File: config.mk
export PLATFORM = sky130hd
export DESIGN_NAME = ped_scheduler
export DESIGN_NICKNAME = d
export VERILOG_FILES = /design/src/rtl/ped_scheduler.sv
export SDC_FILE = /design/constraint.sdc
export NUM_CORES = 1
export LEC_CHECK = 0
export ABC_AREA = 1
export ABC_CLOCK_PERIOD_IN_PS = 1270
export CORE_MARGIN = 3
export CORE_UTILIZATION = 45
export CTS_CLUSTER_DIAMETER = 200
export DETAILED_ROUTE_END_ITERATION = 7
export PLACE_DENSITY = 0.76
export SYNTH_ARGS = -nofsm -noshare
export SYNTH_HDL_FRONTEND = slang
export SYNTH_SLANG_ARGS = --single-unit
File: constraint.sdc
create_clock -name clk -period 1.27 [get_ports clk]
set_input_delay 0.254 -clock clk [delete_from_list [all_inputs] [get_ports clk]]
set_output_delay 0.254 -clock clk [all_outputs]
set_load 0.03 [all_outputs]
File: src/rtl/ped_scheduler.sv
// Pedestrian request scheduler: latches corner button presses, raises a crossing
// request to the traffic FSM, and enforces a serve watchdog plus a post-crossing cooldown.
module ped_scheduler #(
  parameter int CYCLES_PER_SEC = 16,
  parameter int COOLDOWN_SEC   = 2,
  parameter int SERVE_MAX_SEC  = 6
) (
  input  logic       clk,
  input  logic       i_maintenance_n,
  input  logic [3:0] i_ped_buttons,
  output logic       o_ped_req,
  input  logic       i_ped_ack,
  input  logic       i_ped_done,
  output logic [3:0] o_pending,
  output logic [3:0] o_served,
  output logic       o_busy,
  output logic       o_fault
);

  localparam int SERVE_LIM = SERVE_MAX_SEC * CYCLES_PER_SEC;
  localparam int COOL_LIM  = COOLDOWN_SEC * CYCLES_PER_SEC;
  localparam int MAX_LIM   = (SERVE_LIM > COOL_LIM) ? SERVE_LIM : COOL_LIM;
  localparam int CNT_W     = $clog2(MAX_LIM) + 1;

  localparam logic [CNT_W-1:0] SERVE_LAST = CNT_W'(SERVE_LIM - 1);
  localparam logic [CNT_W-1:0] COOL_LAST  = CNT_W'(COOL_LIM - 1);
  localparam logic [CNT_W-1:0] CNT_ONE    = CNT_W'(1);

  localparam logic [1:0] ST_IDLE  = 2'd0;
  localparam logic [1:0] ST_REQ   = 2'd1;
  localparam logic [1:0] ST_SERVE = 2'd2;
  localparam logic [1:0] ST_COOL  = 2'd3;

  logic [1:0]       state;
  logic [1:0]       state_nxt;
  logic [3:0]       btn_q;
  logic [3:0]       btn_edge;
  logic [3:0]       pending_nxt;
  logic [3:0]       served_nxt;
  logic             req_nxt;
  logic             fault_nxt;
  logic [CNT_W-1:0] cnt;
  logic [CNT_W-1:0] cnt_nxt;

  assign btn_edge = i_ped_buttons & ~btn_q;

  // A single counter is shared: it times the crossing in SERVE and the rest period in COOLDOWN.
  always_comb begin
    state_nxt   = state;
    pending_nxt = o_pending | btn_edge;
    served_nxt  = o_served;
    req_nxt     = o_ped_req;
    fault_nxt   = o_fault;
    cnt_nxt     = cnt;
    case (state)
      ST_IDLE: begin
        if (o_pending != 4'd0) begin
          state_nxt = ST_REQ;
          req_nxt   = 1'b1;
        end
      end
      ST_REQ: begin
        if (i_ped_ack) begin
          served_nxt  = o_pending | btn_edge;
          pending_nxt = 4'd0;
          req_nxt     = 1'b0;
          state_nxt   = ST_SERVE;
          cnt_nxt     = '0;
        end
      end
      ST_SERVE: begin
        // Done wins over a watchdog expiry landing in the same cycle.
        if (i_ped_done) begin
          state_nxt = ST_COOL;
          cnt_nxt   = '0;
        end else if (cnt == SERVE_LAST) begin
          fault_nxt = 1'b1;
          state_nxt = ST_COOL;
          cnt_nxt   = '0;
        end else begin
          cnt_nxt = cnt + CNT_ONE;
        end
      end
      ST_COOL: begin
        if (cnt == COOL_LAST) begin
          state_nxt = ST_IDLE;
          cnt_nxt   = '0;
        end else begin
          cnt_nxt = cnt + CNT_ONE;
        end
      end
      default: begin
        state_nxt = ST_IDLE;
        req_nxt   = 1'b0;
        cnt_nxt   = '0;
      end
    endcase
  end

  // btn_q still tracks the buttons during reset so a held button never looks like a press.
  always_ff @(posedge clk) begin
    btn_q <= i_ped_buttons;
    if (!i_maintenance_n) begin
      state     <= ST_IDLE;
      o_pending <= 4'd0;
      o_served  <= 4'd0;
      o_ped_req <= 1'b0;
      o_busy    <= 1'b0;
      o_fault   <= 1'b0;
      cnt       <= '0;
    end else begin
      state     <= state_nxt;
      o_pending <= pending_nxt;
      o_served  <= served_nxt;
      o_ped_req <= req_nxt;
      o_busy    <= (state_nxt != ST_IDLE);
      o_fault   <= fault_nxt;
      cnt       <= cnt_nxt;
    end
  end

endmodule

# Yosys cells after proc, flatten, opt, wreduce, memory -nomap -nowiden

Index checks and enable logic that the tools add are counted.

Add/subtract/negate cells: 1
Equality and inequality tests: 7
Multiplexer cells: 16
Bitwise operators: 4
Reductions and logical operators: 9

Operator list:

| operator                                                               | count |
|---|---|
| 8-bit two-way mux                                                      | 4 |
| 8-bit case mux with 3 select lines                                     | 1 |
| 2-bit two-way mux                                                      | 5 |
| 8-bit by 1-bit adder with 8-bit output (second input constant)         | 1 |
| 8-bit by 5-bit equality test with 1-bit output (second input constant) | 1 |
| 8-bit by 7-bit equality test with 1-bit output (second input constant) | 1 |
| 4-bit two-way mux                                                      | 2 |
| 2-bit case mux with 4 select lines                                     | 1 |
| 3-bit AND reduction                                                    | 2 |
| 4-bit AND                                                              | 1 |
| 2-bit equality test (second input constant)                            | 2 |
| 2-bit != test (second input constant)                                  | 2 |
| 4-bit NOT                                                              | 1 |
| 4-bit OR                                                               | 1 |
| 2-bit AND reduction                                                    | 2 |
| 2-bit nonzero test                                                     | 2 |
| 4-bit nonzero test                                                     | 1 |
| 3-bit nonzero test                                                     | 1 |
| 2-bit by 1-bit equality test with 1-bit output (second input constant) | 1 |
| 2-bit logical NOT                                                      | 1 |
| 1-bit two-way mux                                                      | 2 |
| 1-bit case mux with 2 select lines                                     | 1 |
| 1-bit NOT                                                              | 1 |

Bits in registers: 25
Bits of input ports: 8
Output and inout bits: 11
Logic and storage cells: 45

# Longest topological paths before layout

Depth after elaboration: 5
Gate-level depth with buffers: 10

# Worst setup path before layout

No wires, ideal clock.

Kind: register -> register
Start point: register cnt[0]
End point: register cnt[4]
Arrival: 1139 ps
Slack: 22 ps
Cell stages (with the launch flop): 11
Path buffers: 0
Clock period less this slack: 1248 ps
Cell sequence: dfxtp_1 -> ha_1 -> nand2_2 -> nor2_4 -> nand3_2 -> nand2_2 -> nand2_4 -> nand2_1 -> nand2_1 -> nand2_1 -> inv_1

Word-level cells in the longest chain between the ends: 4
Elaborated cells between the ends (all ways): 7
Classes of those cells: 1 x add/sub; 2 x eq/ne; 4 x mux

Ends and longest elaborated chain:

| element                                                                                                  | line       | RTL |
|---|---|---|
| start, declared                                                                                          | 42         | `logic [CNT_W-1:0] cnt;` |
| start signal, assigned                                                                                   | 118        | `cnt <= cnt_nxt;` |
| 8-bit by 1-bit adder with 8-bit output or 8-bit by 7-bit equality test with 1-bit output (tied branches) | 81, 89, 76 |  |
| 8-bit two-way mux                                                                                        | 76         | `end else if (cnt == SERVE_LAST) begin` |
| 8-bit two-way mux                                                                                        | 73         | `if (i_ped_done) begin` |
| 8-bit case mux with 3 select lines (*)                                                                   | 55         | `case (state)` |

Mark *: on every way between the ends. The rest lies on a longest branch, timed or not.
A chain may end at the register's enable or synchronous reset.

# Worst setup path in the final report

Ends and elaborated chain as after synthesis.

==> flow_metrics.tcl <==
set metrics [dict create \
    leakagePower_nw 0.6595 \
    rsz0062_at_grt "yes" \
    clk_latency_ns 0.31 \
    fin_util 0.6510 \
    start_util 0.4818 \
    first_pass_iters 4 \
    port_buffers 18 \
    cts_hold_buffers 0 \
    hold_class "input port to flip-flop" \
    cts_tree "done" \
    switchingPower_mw 0.6076 \
    finalHoldViolCount 0 \
    most-common-layout-cells "nand2_1, buf_4, dfxtp_1" \
    p_comb_frac 0.317 \
    final_common_cell "nand2_1" \
    layout-drive-gt1-share 0.3164 \
    area_growth_syn_to_layout_pct 35.12 \
    die_h_um 54.90 \
    crit_fanout 7 \
    final_net_count 187 \
    pin_count 19 \
    synth-simple-area-share 0.3256 \
    fmax_ghz 0.8007 \
    syn_nets 149 \
    hold_slack_ns 0.4110 \
    crit_start "cnt[0]$_SDFFE_PN0P_" \
    start_kind "flip-flop" \
    drtIter0Drc 10 \
    grt_pass1_wl_mm 3.629 \
    cts.reportedPaths.clkPinSlew_ns 0.13 \
    antenna_found_initial 0 \
    numCtsBuffers 3 \
    hpwl_mm 1.730 \
    min_period_ns 1.249 \
    powerDensity_nw_per_um2 1271 \
    worst_ep_arrival_time_ns 1.47 \
    grt.total_usage 0.1626 \
    synth_fa_ha_area_frac 0.01163 \
    core_area_um2 2233 \
    required_ns 1.50 \
    setup_violations 0 \
    synth-seq-cells 25 \
    crit_type "flip-flop to flip-flop" \
    outcome "finished clean" \
    ctsRootBufferMaster "clkbuf_4" \
    synth_compound_area_frac 0.1105 \
    ant_nets 0 \
    p_int_mw 1.240 \
    n_antenna_cell 0 \
    fp-row-count 17 \
    grt_max_degree 14 \
    p_clk_frac 0.183 \
    power_mw 1.848 \
    max_cap_violations 0 \
    synth-xor-area-share 0.01628 \
    routabilityCongestion 0.7500 \
    syn_avg_cell_area_um2 7.686 \
    r2r_start "cnt[0]$_SDFFE_PN0P_" \
    yosys_warnings 0 \
    min_from "i_ped_buttons[3]" \
    finalClockSkew_ns 0.008059 \
    fin_crit_sh 0.9834 \
    clock_sinks 25 \
    switching_share 0.3288 \
    ir_drop_mv 1.180 \
    yosysUniqueCellTypes 26 \
    worst_slew_pin_slew_ns 0.2604 \
    slew_violations 0 \
    wl_per_cell_um 11.01 \
    postSynthCellCount 140 \
    synth_top_family_by_area "simple AND/OR/NAND/NOR gates" \
    grt_pass1_vias 920 \
    max_slew_margin 0.8248 \
    die_w_um 54.90 \
    h-tree-depth 1 \
    ys_seq_area_frac 0.4651 \
    dieArea_um2 3014 \
    clock_path_buffers 2 \
    p_seq_frac 0.500 \
    overflow 0 \
    wl_mm 2.258 \
    end_kind "flip-flop" \
    viasPerCell 4.776 \
    netlist_area_um2 1076 \
    vias 979 \
    r2r_slack_ns 0.02 \
    synthMuxAreaShare 0 \
    drc_errors 0 \
    setup_tns_ns 0 \
]
## path summary, 6_finish.rpt
path                                                 end  cells after the start
worst min-delay path                    btn_q[3]$_DFF_P_                      1
worst max register to register       cnt[4]$_SDFFE_PN0P_                     10
worst min register to register  o_served[0]$_SDFFE_PN0P_                      2
worst max-delay path                 cnt[4]$_SDFFE_PN0P_                     10
## worst max-delay path: stages (launching register included)
cell,delay (ns)
dfxtp_2,0.38
ha_4,0.15
nand2_4,0.05
nor2_4,0.10
nand3_2,0.09
nand2_2,0.11
nand2_4,0.09
nand2_2,0.06
nand2_1,0.04
nand2_1,0.05
inv_1,0.03
## metrics by stage
| stage | area, µm² | worst slack [ns] | instances |
|---|---|---|---|
| 6_report | 1454 | 0.02112 | 205 |
| 5_1_grt | 1454 | -0.07736 | 205 |
| 4_1_cts | 1409 | -0.006309 | 202 |
| 3_5_place_dp | 1353 | -0.2309 | 197 |
| 3_3_place_gp | 1353 | -0.1885 | 197 |
| 2_1_floorplan | 1076 | 0.02236 | 140 |
## kinds of logic after synthesis
group / count (synthesis)
simple gates: 72
flops: 25
compound gates: 22
buf+inv: 18
xor+xnor: 2
fa+ha+maj: 1
## power by group through the flow
stage                     Sequential (mW)  Clock (mW)  Combinational [mW]
after global routing                0.933       0.389               0.644
final                               0.924       0.338               0.585
after global placement              0.934           0               0.568
after CTS                           0.923       0.351               0.573
after floorplan                      1.04           0               0.232
after detailed placement            0.937           0               0.580
## synth_stat cells (all sizes together)
cell    count  area (µm²)
buf         2       16.26
nor4        1       6.260
nor3        2       10.01
ha          1       12.51
nand3       8       50.05
o21ai       3       15.01
dfxtp      25       500.5
a21oi      17       88.84
nand3b      2       15.01
nand2      42       172.7
nor2       12       65.06
inv        15       56.31
or2         5       31.28
clkinv      1       3.750
o21a        2       15.01
xor2        2       17.52
## state kept, by name (all words and copies together) (netlist names)
register and cells:
o_ped_req 1, btn_q 4, state 2, cnt 8, o_busy 1, o_served 4
o_fault 1, o_pending 4
## final cells by class
| class | count | area (µm²) |
|---|---|---|
| clock buffers | 4 | 26.28 |
| fillers | 203 | 779.5 |
| inverters | 16 | 60.06 |
| multi-input cells | 97 | 543.0 |
| flip-flops and latches | 25 | 504.2 |
| well taps | 28 | 35.03 |
| repair buffers | 35 | 285.3 |
## what timing repair did
| action | CTS | global route |
|---|---|---|
| endpoints found under the setup margin | 8 | 12 |
| resized for setup | 13 | 9 |
| pin swaps | 4 | 10 |
| buffers inserted | 1 | 3 |
| cloned | 0 | 0 |
## layer usage
metal / routed length, µm / part of all wire / track usage / vias to the layer above
li1: - / - / - / 520
met1: 975 / 0.43 / 0.1746 / 436
met2: 1171 / 0.52 / 0.3189 / 19
met3: 83 / 0.037 / 0.03485 / 4
met4: 27 / 0.012 / 0.03644 / 0
met5: 0 / 0 / 0 / -
No activity file was read; power rests on OpenSTA's default activity.
